==> src/rtl/usb_tx_packet_builder.sv <==
// Builds a USB TX packet (SYNC, PID, payload, CRC16) into a packed vector from TX FIFO bytes.
// Latency: an N-byte DATA packet completes N+4 cycles after start, a handshake after 1 cycle.
// Backpressure: a FIFO pop is issued only while occupancy exceeds the byte already in flight.
module usb_tx_packet_builder #(
  parameter int MAX_DATA_BYTES = 64,
  parameter int CW = $clog2(MAX_DATA_BYTES + 1),
  parameter int LW = $clog2(MAX_DATA_BYTES + 5)
) (
  input  logic                            clk,
  input  logic                            n_rst,
  input  logic                            tx_start,
  input  logic [3:0]                      tx_pid,
  input  logic [CW-1:0]                   tx_byte_count,
  input  logic [CW-1:0]                   buffer_occupancy,
  input  logic [7:0]                      tx_packet_data,
  output logic                            get_tx_packet_data,
  output logic                            packet_busy,
  output logic                            packet_load_complete,
  output logic                            packet_error,
  output logic [LW-1:0]                   packet_length,
  output logic [8*(MAX_DATA_BYTES+4)-1:0] packet_tx
);

  localparam int PW = 8 * (MAX_DATA_BYTES + 4);

  typedef enum logic [2:0] {IDLE, FETCH, CRC_LO, CRC_HI, DONE} state_t;

  state_t        state, state_nxt;
  logic [CW-1:0] count, issued, captured;
  logic          inflight;
  logic [15:0]   crc;
  logic [LW-1:0] wr_idx;
  logic          is_data, is_hs, too_long, accept, reject, last_capture;

  // Reflected CRC16 (0xA001), one byte LSB-first.
  function automatic logic [15:0] crc16_byte(input logic [15:0] c, input logic [7:0] d);
    logic [15:0] r;
    r = c ^ {8'h00, d};
    for (int i = 0; i < 8; i++) begin
      r = r[0] ? ((r >> 1) ^ 16'hA001) : (r >> 1);
    end
    return r;
  endfunction

  assign is_data      = (tx_pid[1:0] == 2'b11);
  assign is_hs        = (tx_pid[1:0] == 2'b10);
  assign too_long     = (tx_byte_count > CW'(MAX_DATA_BYTES));
  assign accept       = (state == IDLE) && tx_start && (is_hs || (is_data && !too_long));
  assign reject       = (state == IDLE) && tx_start && !accept;
  assign last_capture = inflight && ((captured + CW'(1)) == count);

  assign get_tx_packet_data = (state == FETCH) && (issued < count) &&
                              (buffer_occupancy > CW'(inflight));

  always_comb begin
    state_nxt = state;
    case (state)
      IDLE: begin
        if (accept) begin
          if (is_hs)                   state_nxt = DONE;
          else if (tx_byte_count == '0) state_nxt = CRC_LO;
          else                         state_nxt = FETCH;
        end
      end
      FETCH:   if (last_capture) state_nxt = CRC_LO;
      CRC_LO:  state_nxt = CRC_HI;
      CRC_HI:  state_nxt = DONE;
      DONE:    state_nxt = IDLE;
      default: state_nxt = IDLE;
    endcase
  end

  always_comb begin
    wr_idx = LW'(captured) + LW'(2);
    case (state)
      CRC_LO:  wr_idx = LW'(count) + LW'(2);
      CRC_HI:  wr_idx = LW'(count) + LW'(3);
      default: wr_idx = LW'(captured) + LW'(2);
    endcase
  end

  always_ff @(posedge clk or negedge n_rst) begin
    if (!n_rst) begin
      state                <= IDLE;
      count                <= '0;
      issued               <= '0;
      captured             <= '0;
      inflight             <= 1'b0;
      crc                  <= 16'hFFFF;
      packet_busy          <= 1'b0;
      packet_load_complete <= 1'b0;
      packet_error         <= 1'b0;
      packet_length        <= '0;
      packet_tx            <= '0;
    end else begin
      state                <= state_nxt;
      packet_busy          <= (state_nxt != IDLE);
      packet_load_complete <= (state_nxt == DONE);
      packet_error         <= reject;
      inflight             <= get_tx_packet_data;
      case (state)
        IDLE: begin
          if (accept) begin
            packet_tx     <= {{(PW-16){1'b0}}, ~tx_pid, tx_pid, 8'h80};
            crc           <= 16'hFFFF;
            count         <= is_data ? tx_byte_count : '0;
            issued        <= '0;
            captured      <= '0;
            packet_length <= is_hs ? LW'(2) : (LW'(tx_byte_count) + LW'(4));
          end
        end
        FETCH: begin
          if (get_tx_packet_data) issued <= issued + CW'(1);
          // The popped byte arrives one cycle later; land it and fold it into the CRC together.
          if (inflight) begin
            packet_tx[{wr_idx, 3'b000} +: 8] <= tx_packet_data;
            crc                              <= crc16_byte(crc, tx_packet_data);
            captured                         <= captured + CW'(1);
          end
        end
        CRC_LO:  packet_tx[{wr_idx, 3'b000} +: 8] <= ~crc[7:0];
        CRC_HI:  packet_tx[{wr_idx, 3'b000} +: 8] <= ~crc[15:8];
        default: ;
      endcase
    end
  end

endmodule
==> config.mk <==
export PLATFORM = sky130hd
export DESIGN_NAME = usb_tx_packet_builder
export DESIGN_NICKNAME = d
export VERILOG_FILES = /design/src/rtl/usb_tx_packet_builder.sv
export SDC_FILE = /design/constraint.sdc
export NUM_CORES = 2
export LEC_CHECK = 0
export BUFFER_PORTS_ARGS = -buffer_cell sky130_fd_sc_hd__buf_2
export CORE_MARGIN = 10
export CORE_UTILIZATION = 30
export CTS_CLUSTER_SIZE = 28
export DETAILED_ROUTE_END_ITERATION = 10
export PLACE_DENSITY = 0.6
export SYNTH_ARGS = -nofsm -noshare
export SYNTH_HDL_FRONTEND = slang
export SYNTH_SLANG_ARGS = --single-unit
export TNS_END_PERCENT = 5
==> constraint.sdc <==
create_clock -name clk -period 4.3 [get_ports clk]
set_clock_uncertainty 0.15 [all_clocks]
set_input_delay 0.215 -clock clk [delete_from_list [all_inputs] [get_ports clk]]
set_output_delay 0.215 -clock clk [all_outputs]
set_load 0.01 [all_outputs]
; Word level (Yosys, flattened, before mapping)
; Cells that the tools add are included.
[word_totals]
regBits = 595
in_bits = 29
out_inout_bits = 555
word_cells = 96
[classes]
n_addsub = 7
order_cmp = 3
eq_ne = 10
n_shift = 4
mux = 30
bitwise = 12
reduce_logical = 19
[op_table]
columns = operator, n
row1 = case mux 544 bit (4 select lines), 1
row2 = bitwise mux 544 bit, 3
row3 = indexed part select 8 x 12 -> 544 bit, 3
row4 = 2-to-1 mux 544 bit, 2
row5 = "variable shift 8 x 12 -> 544 bit, first input constant", 1
row6 = 2-to-1 mux 16 bit, 10
row7 = case mux 7 bit (2 select lines), 3
row8 = 2-to-1 mux 7 bit, 5
row9 = case mux 16 bit (2 select lines), 1
row10 = inverter 2 -> 3 bit, 8
row11 = "adder 7 x 2 -> 7 bit, second input constant", 3
row12 = inverter 8 bit, 2
row13 = XOR 16 x 8 -> 16 bit, 1
row14 = "adder 7 x 1 -> 7 bit, second input constant", 2
row15 = negation 10 -> 12 bit, 1
row16 = case mux 3 bit (4 select lines), 1
row17 = 2-to-1 mux 3 bit, 3
row18 = AND reduction 3 bit, 3
row19 = "adder 7 x 3 -> 7 bit, second input constant", 1
row20 = == test 7 bit, 1
row21 = > comparator 7 x 1 -> 1 bit, 1
row22 = "> comparator 7 bit, second input constant", 1
row23 = logical AND 1 bit, 7
row24 = zero test 7 bit, 1
row25 = 15 further kinds, 20

; Logic depth before layout (Yosys ltp)
[logic_depth]
ltp_word = 19
depth_mapped = 21
mapped_depth_nobuf = 15

; Worst setup path after synthesis
; No wires, ideal clock.
[synth_path]
path_kind = flip-flop to flip-flop
startpoint = reg state[1]
endpoint = reg packet_tx[432]
setup_time_ns = 0.126
arrival_time_ns = 3.958
t_required_ns = 4.024
setup_slack_ns = 0.066
stages_incl_launch_ff = 21
path_buffers = 5
period_less_slack_ns = 4.234
path_cell_list = dfrtp_1 -> nor2b_1 -> buf_2 -> nand2b_1 -> clkbuf_1 -> clkbuf_1 -> nand2_1 -> o21ai_0 -> ha_1 -> nand4b_1 -> o22ai_1 -> o21ai_1 -> and2_1 -> buf_2 -> nor2_1 -> nand3_1 -> and2_1 -> buf_4 -> nor3_4 -> nor2_2 -> o32a_1
[synth_via]
elab_chain_len = 7
word_cells_on_any_way = 21
classes_between = add/sub: 1 / eq/ne: 5 / shift: 4 / mux: 6 / reduce/logical: 5
[synth_lines]
columns = element, line_no
row1 = start: declaration, 28  ; state_t state, state_nxt;
row2 = start signal: assignment, 96  ; state <= state_nxt;
row3 = == test 3 x 2 -> 1 bit, "75, 101"
row4 = case mux 7 bit (2 select lines), 75  ; case (state)
row5 = negation 10 -> 12 bit, "116, 121, 122"
row6 = indexed part select 8 x 12 -> 544 bit / variable shift 8 x 12 -> 544 bit (equally long branches), "116, 121, 122"
row7 = bitwise mux 544 bit, 116  ; packet_tx[{wr_idx, 3'b000} +: 8] <= tx_packet_data;
row8 = 2-to-1 mux 544 bit, 115  ; if (inflight) begin
row9 = case mux 544 bit (4 select lines), 101  ; case (state)
row10 = end signal: assignment, 104  ; packet_tx <= {{(PW-16){1'b0}}, ~tx_pid, tx_pid, 8'h80};
row11 = end signal: indexed assignment, 116
row12 = end signal: indexed assignment, 121  ; CRC_LO: packet_tx[{wr_idx, 3'b000} +: 8] <= ~crc[7:0];
row13 = end: declaration, 21  ; output logic [8*(MAX_DATA_BYTES+4)-1:0] packet_tx
; Parallel ways exist; a longest one is shown, timed or not. The select of a mux whose other input is x is not followed.
; A chain may end at the register's enable or synchronous reset.

; Worst setup path after layout
[layout_path]
startpoint = reg state[1]
endpoint = reg packet_tx[303]
; Same word-level chain as after synthesis.

==> flow_summary.yaml <==
placement:
  hpwl_mm: 114
  place_area_um2: 33500
  portBuffers: 583
  dp_cells: 4693
  routabilityCongestion: 1.00
final_layout:
  nNetsFinal: 3594
  final_cell_area_um2: 36400
  final_cells: 4849
  layout-drive-gt1-share_pct: 29.9
  area_growth_pct: 30.9
  antenna_cells: 0
global_routing:
  grtUsageMet1_pct: 33.7
  grt_max_degree: 102
  met2_usage_pct: 41.2
  antenna_found_initial: 4
  grt_pass1_vias: 27400
  busiest_layer: "met2"
  grt.total_usage_pct: 27.3
  gr-total-overflow: 0
  grtUsageMet3_pct: 10.7
  grt_pass1_wl_mm: 213
run:
  cap_violations: 0
sta:
  final-setup-viol-count: 0
  tightestPinTransition_ps: 1030
  min_period_ps: 4240
  slew_headroom_pct: 31.6
  fin_worst_hold_slack_ps: 29.3
  fin_setup_tns_ps: 0
  finalHoldViolations: 0
  slew_violations: 0
  fin_crit_sh_pct: 98.7
  max_freq_ghz: 0.236
  rsz0062_at_grt: "yes"
logic_synthesis:
  synth_warnings: 0
  yosys.area_share.simple_pct: 14.7
  synth_cells: 2810
  synth_adder_area_share_pct: 0.765
  ys_top_cells_by_area: "dfrtp_1, a22o_1, nand2_1"
  synth_top_family_by_area: "compound AO/OA/AOI/OAI gates"
  synth_fp_nets: 2856
  synth_area_per_cell_um2: 9.89
  synth_most_common_cell: "dfrtp_1"
  synth_async_sr_flop_share_pct: 100
  synth.distinct_cells: 88
  synthTopCellsByCount: "dfrtp_1, nand2_1, o21ai_0"
  syn_area_um2: 27800
  synth_seq_cells: 595
  ys.flop_type: "dfrtp_1"
  synth.area.mux_share_pct: 0.369
  synth_edf_count: 0
  seq_area_frac_synth_pct: 53.6
  synth.largest_area_cell: "dfrtp_1"
  synth_xor_area_share_pct: 1.88
  netlist.area_leader.share_pct: 52.1
  synth_compound_area_share_pct: 25.6
floorplan:
  coreArea_um2: 91800
  dieHeight_um: 324
  die_area_um2: 105000
  num_io_pins: 584
  num_rows: 111
  die_w_um: 324
  initial_core_util_pct: 30.3
clock_network:
  cts.htree.levels: 3
  clk_latency_ps: 640
  cts_buffers: 71
  cts_root_buf: "clkbuf_16"
  cts_sinks: 595
  clk_pin_slew_ps: 60
  cts_buffer_depth: 3
  cts_tree: "done"
power:
  power.switching_uw: 10600
  p_per_area_nw_per_um2: 636
  intPower_uw: 12600
  switching_share_pct: 45.6
  p_clk_share_pct: 27.8
  pwr-share-seq_pct: 27.6
  p_comb_share_pct: 44.6
  irDropWorstVdd_mv: 0.411
  p_leak_uw: 0.0177
  p_total_uw: 23100
drt:
  postRouteWirelength_mm: 151
  drtIter0Drc: 3654
  ant_nets: 0
  viasPerCell: 5.81
  firstDrtPassIters: 6
  vias: 28200
  wl_per_cell_um: 31.1
  drc: 0
setup_path:
  worstPathArrival_ps: 4650
  reg2reg_from: "state[1]"
  crit_required_ps: 4710
  start_kind: "register"
  reg2reg_to: "packet_tx[303]"
  critPathKind: "register to register"
  cp_max_fo: 12
  end_kind: "register"
  reg2regPathDepth: 14
  reg2reg_slack_ps: 60
worst_hold_path:
  worstHoldPathCells: 5
  worstHoldStart: "buffer_occupancy[6]"
  min_path_type: "primary input to register"
  hold_path_end: "issued[0]"
run_status:
  status: "finished clean"
-- critical path: stages (launching register included) --
cell and delay [ps]:
dfrtp_1 370, buf_4 200, nand2b_1 290, nor2_1 170, or2_1 270, buf_4 190, ha_1 380, buf_4 210
nor3_2 440, nand2_1 320, o221ai_2 390, buf_4 240, and2_1 260, nand3_1 100, o21ai_1 180
-- final cells by class --
type / count / area [um2]
fillers: 9126 / 55400
well taps: 1243 / 1560
clock buffers: 101 / 2080
repair buffers: 842 / 5020
multi-input cells: 2010 / 12300
inverters: 28 / 105
flip-flops and latches: 595 / 14900
clock inverters: 30 / 410
-- layout by cell type (no fill, tap or decap), drive strengths merged, types with 12 or more instances in the layout --
master and n:
o21ai 297, o31ai 18, nor4 16, and3 18, nand3 50, o2bb2ai 35
a31oi 34, nor3 82, a32o 38, o22ai 48, nor2 263, o32a 17
and2 16, buf 818, o221ai 12, nand2b 13, ha 17, a22o 216
clkinv 13, a211oi 21, clkbuf 101, xor2 16, a22oi 23, inv 34
a21oi 161, nand4 13, a21o 29, a221oi 12, nand2 389, dfrtp 579
dlygate4sd3 24, xnor2 41, dfstp 16
-- timing repair --
action                                  CTS  global route
hold endpoints to repair                116             0
gates resized for setup                   1            42
endpoints found under the setup margin   16           387
hold buffers                             24             0
pin swaps                                 0             3
gates cloned                              0             0
setup buffers                             0             1
-- worst max path at each step --
stage | end | cells past startpoint | start
after floorplan | packet_tx[432] | 20 | state[1]
after global placement | packet_tx[396] | 15 | state[0]
after detailed placement | packet_tx[398] | 15 | state[0]
after CTS | packet_tx[101] | 16 | state[2]
after global routing | packet_tx[37] | 13 | state[2]
final | packet_tx[303] | 14 | state[1]
-- stage by stage --
| stage | setup WS (ps) | utilization, % |
|---|---|---|
| after floorplan | 66.2 | - |
| after global placement | -140 | 36.5 |
| after detailed placement | -48.3 | 36.5 |
| after CTS | 2.09 | 39.4 |
| after global routing | -104 | 39.6 |
| final | 56.8 | 39.6 |
-- logic make-up after synthesis --
| family | after synthesis |
|---|---|
| AOI/OAI and AO/OA | 1029 |
| and+or+nand+nor | 897 |
| DFF | 595 |
| buffers and inverters | 205 |
| xor gates and xnor gates | 57 |
| adders and majority gates | 17 |
| muxes | 10 |
-- layer usage --
metal	share of wire [%]	wire length, um
met5	0	0
met4	5.8	8670
met3	12	18500
met2	44	65900
met1	38	57600
-- sequential cells by signal, summed over array words and instances, names as in the netlist --
| register | count |
|---|---|
| state | 3 |
| packet_load_complete | 1 |
| packet_busy | 1 |
| packet_tx | 544 |
| packet_error | 1 |
| crc | 16 |
| count | 7 |
| packet_length | 7 |
| captured | 7 |
| issued | 7 |
| inflight | 1 |
-- power by group through the flow --
stage / Sequential, uW / Clock [uW] / Combinational [uW]
after floorplan: 6320 / 0 / 5020
after global placement: 6460 / 0 / 9770
after detailed placement: 6450 / 0 / 9780
after CTS: 6360 / 6490 / 9840
after global routing: 6400 / 6740 / 10700
final: 6390 / 6430 / 10300
Power figures use the tool's default switching activity.
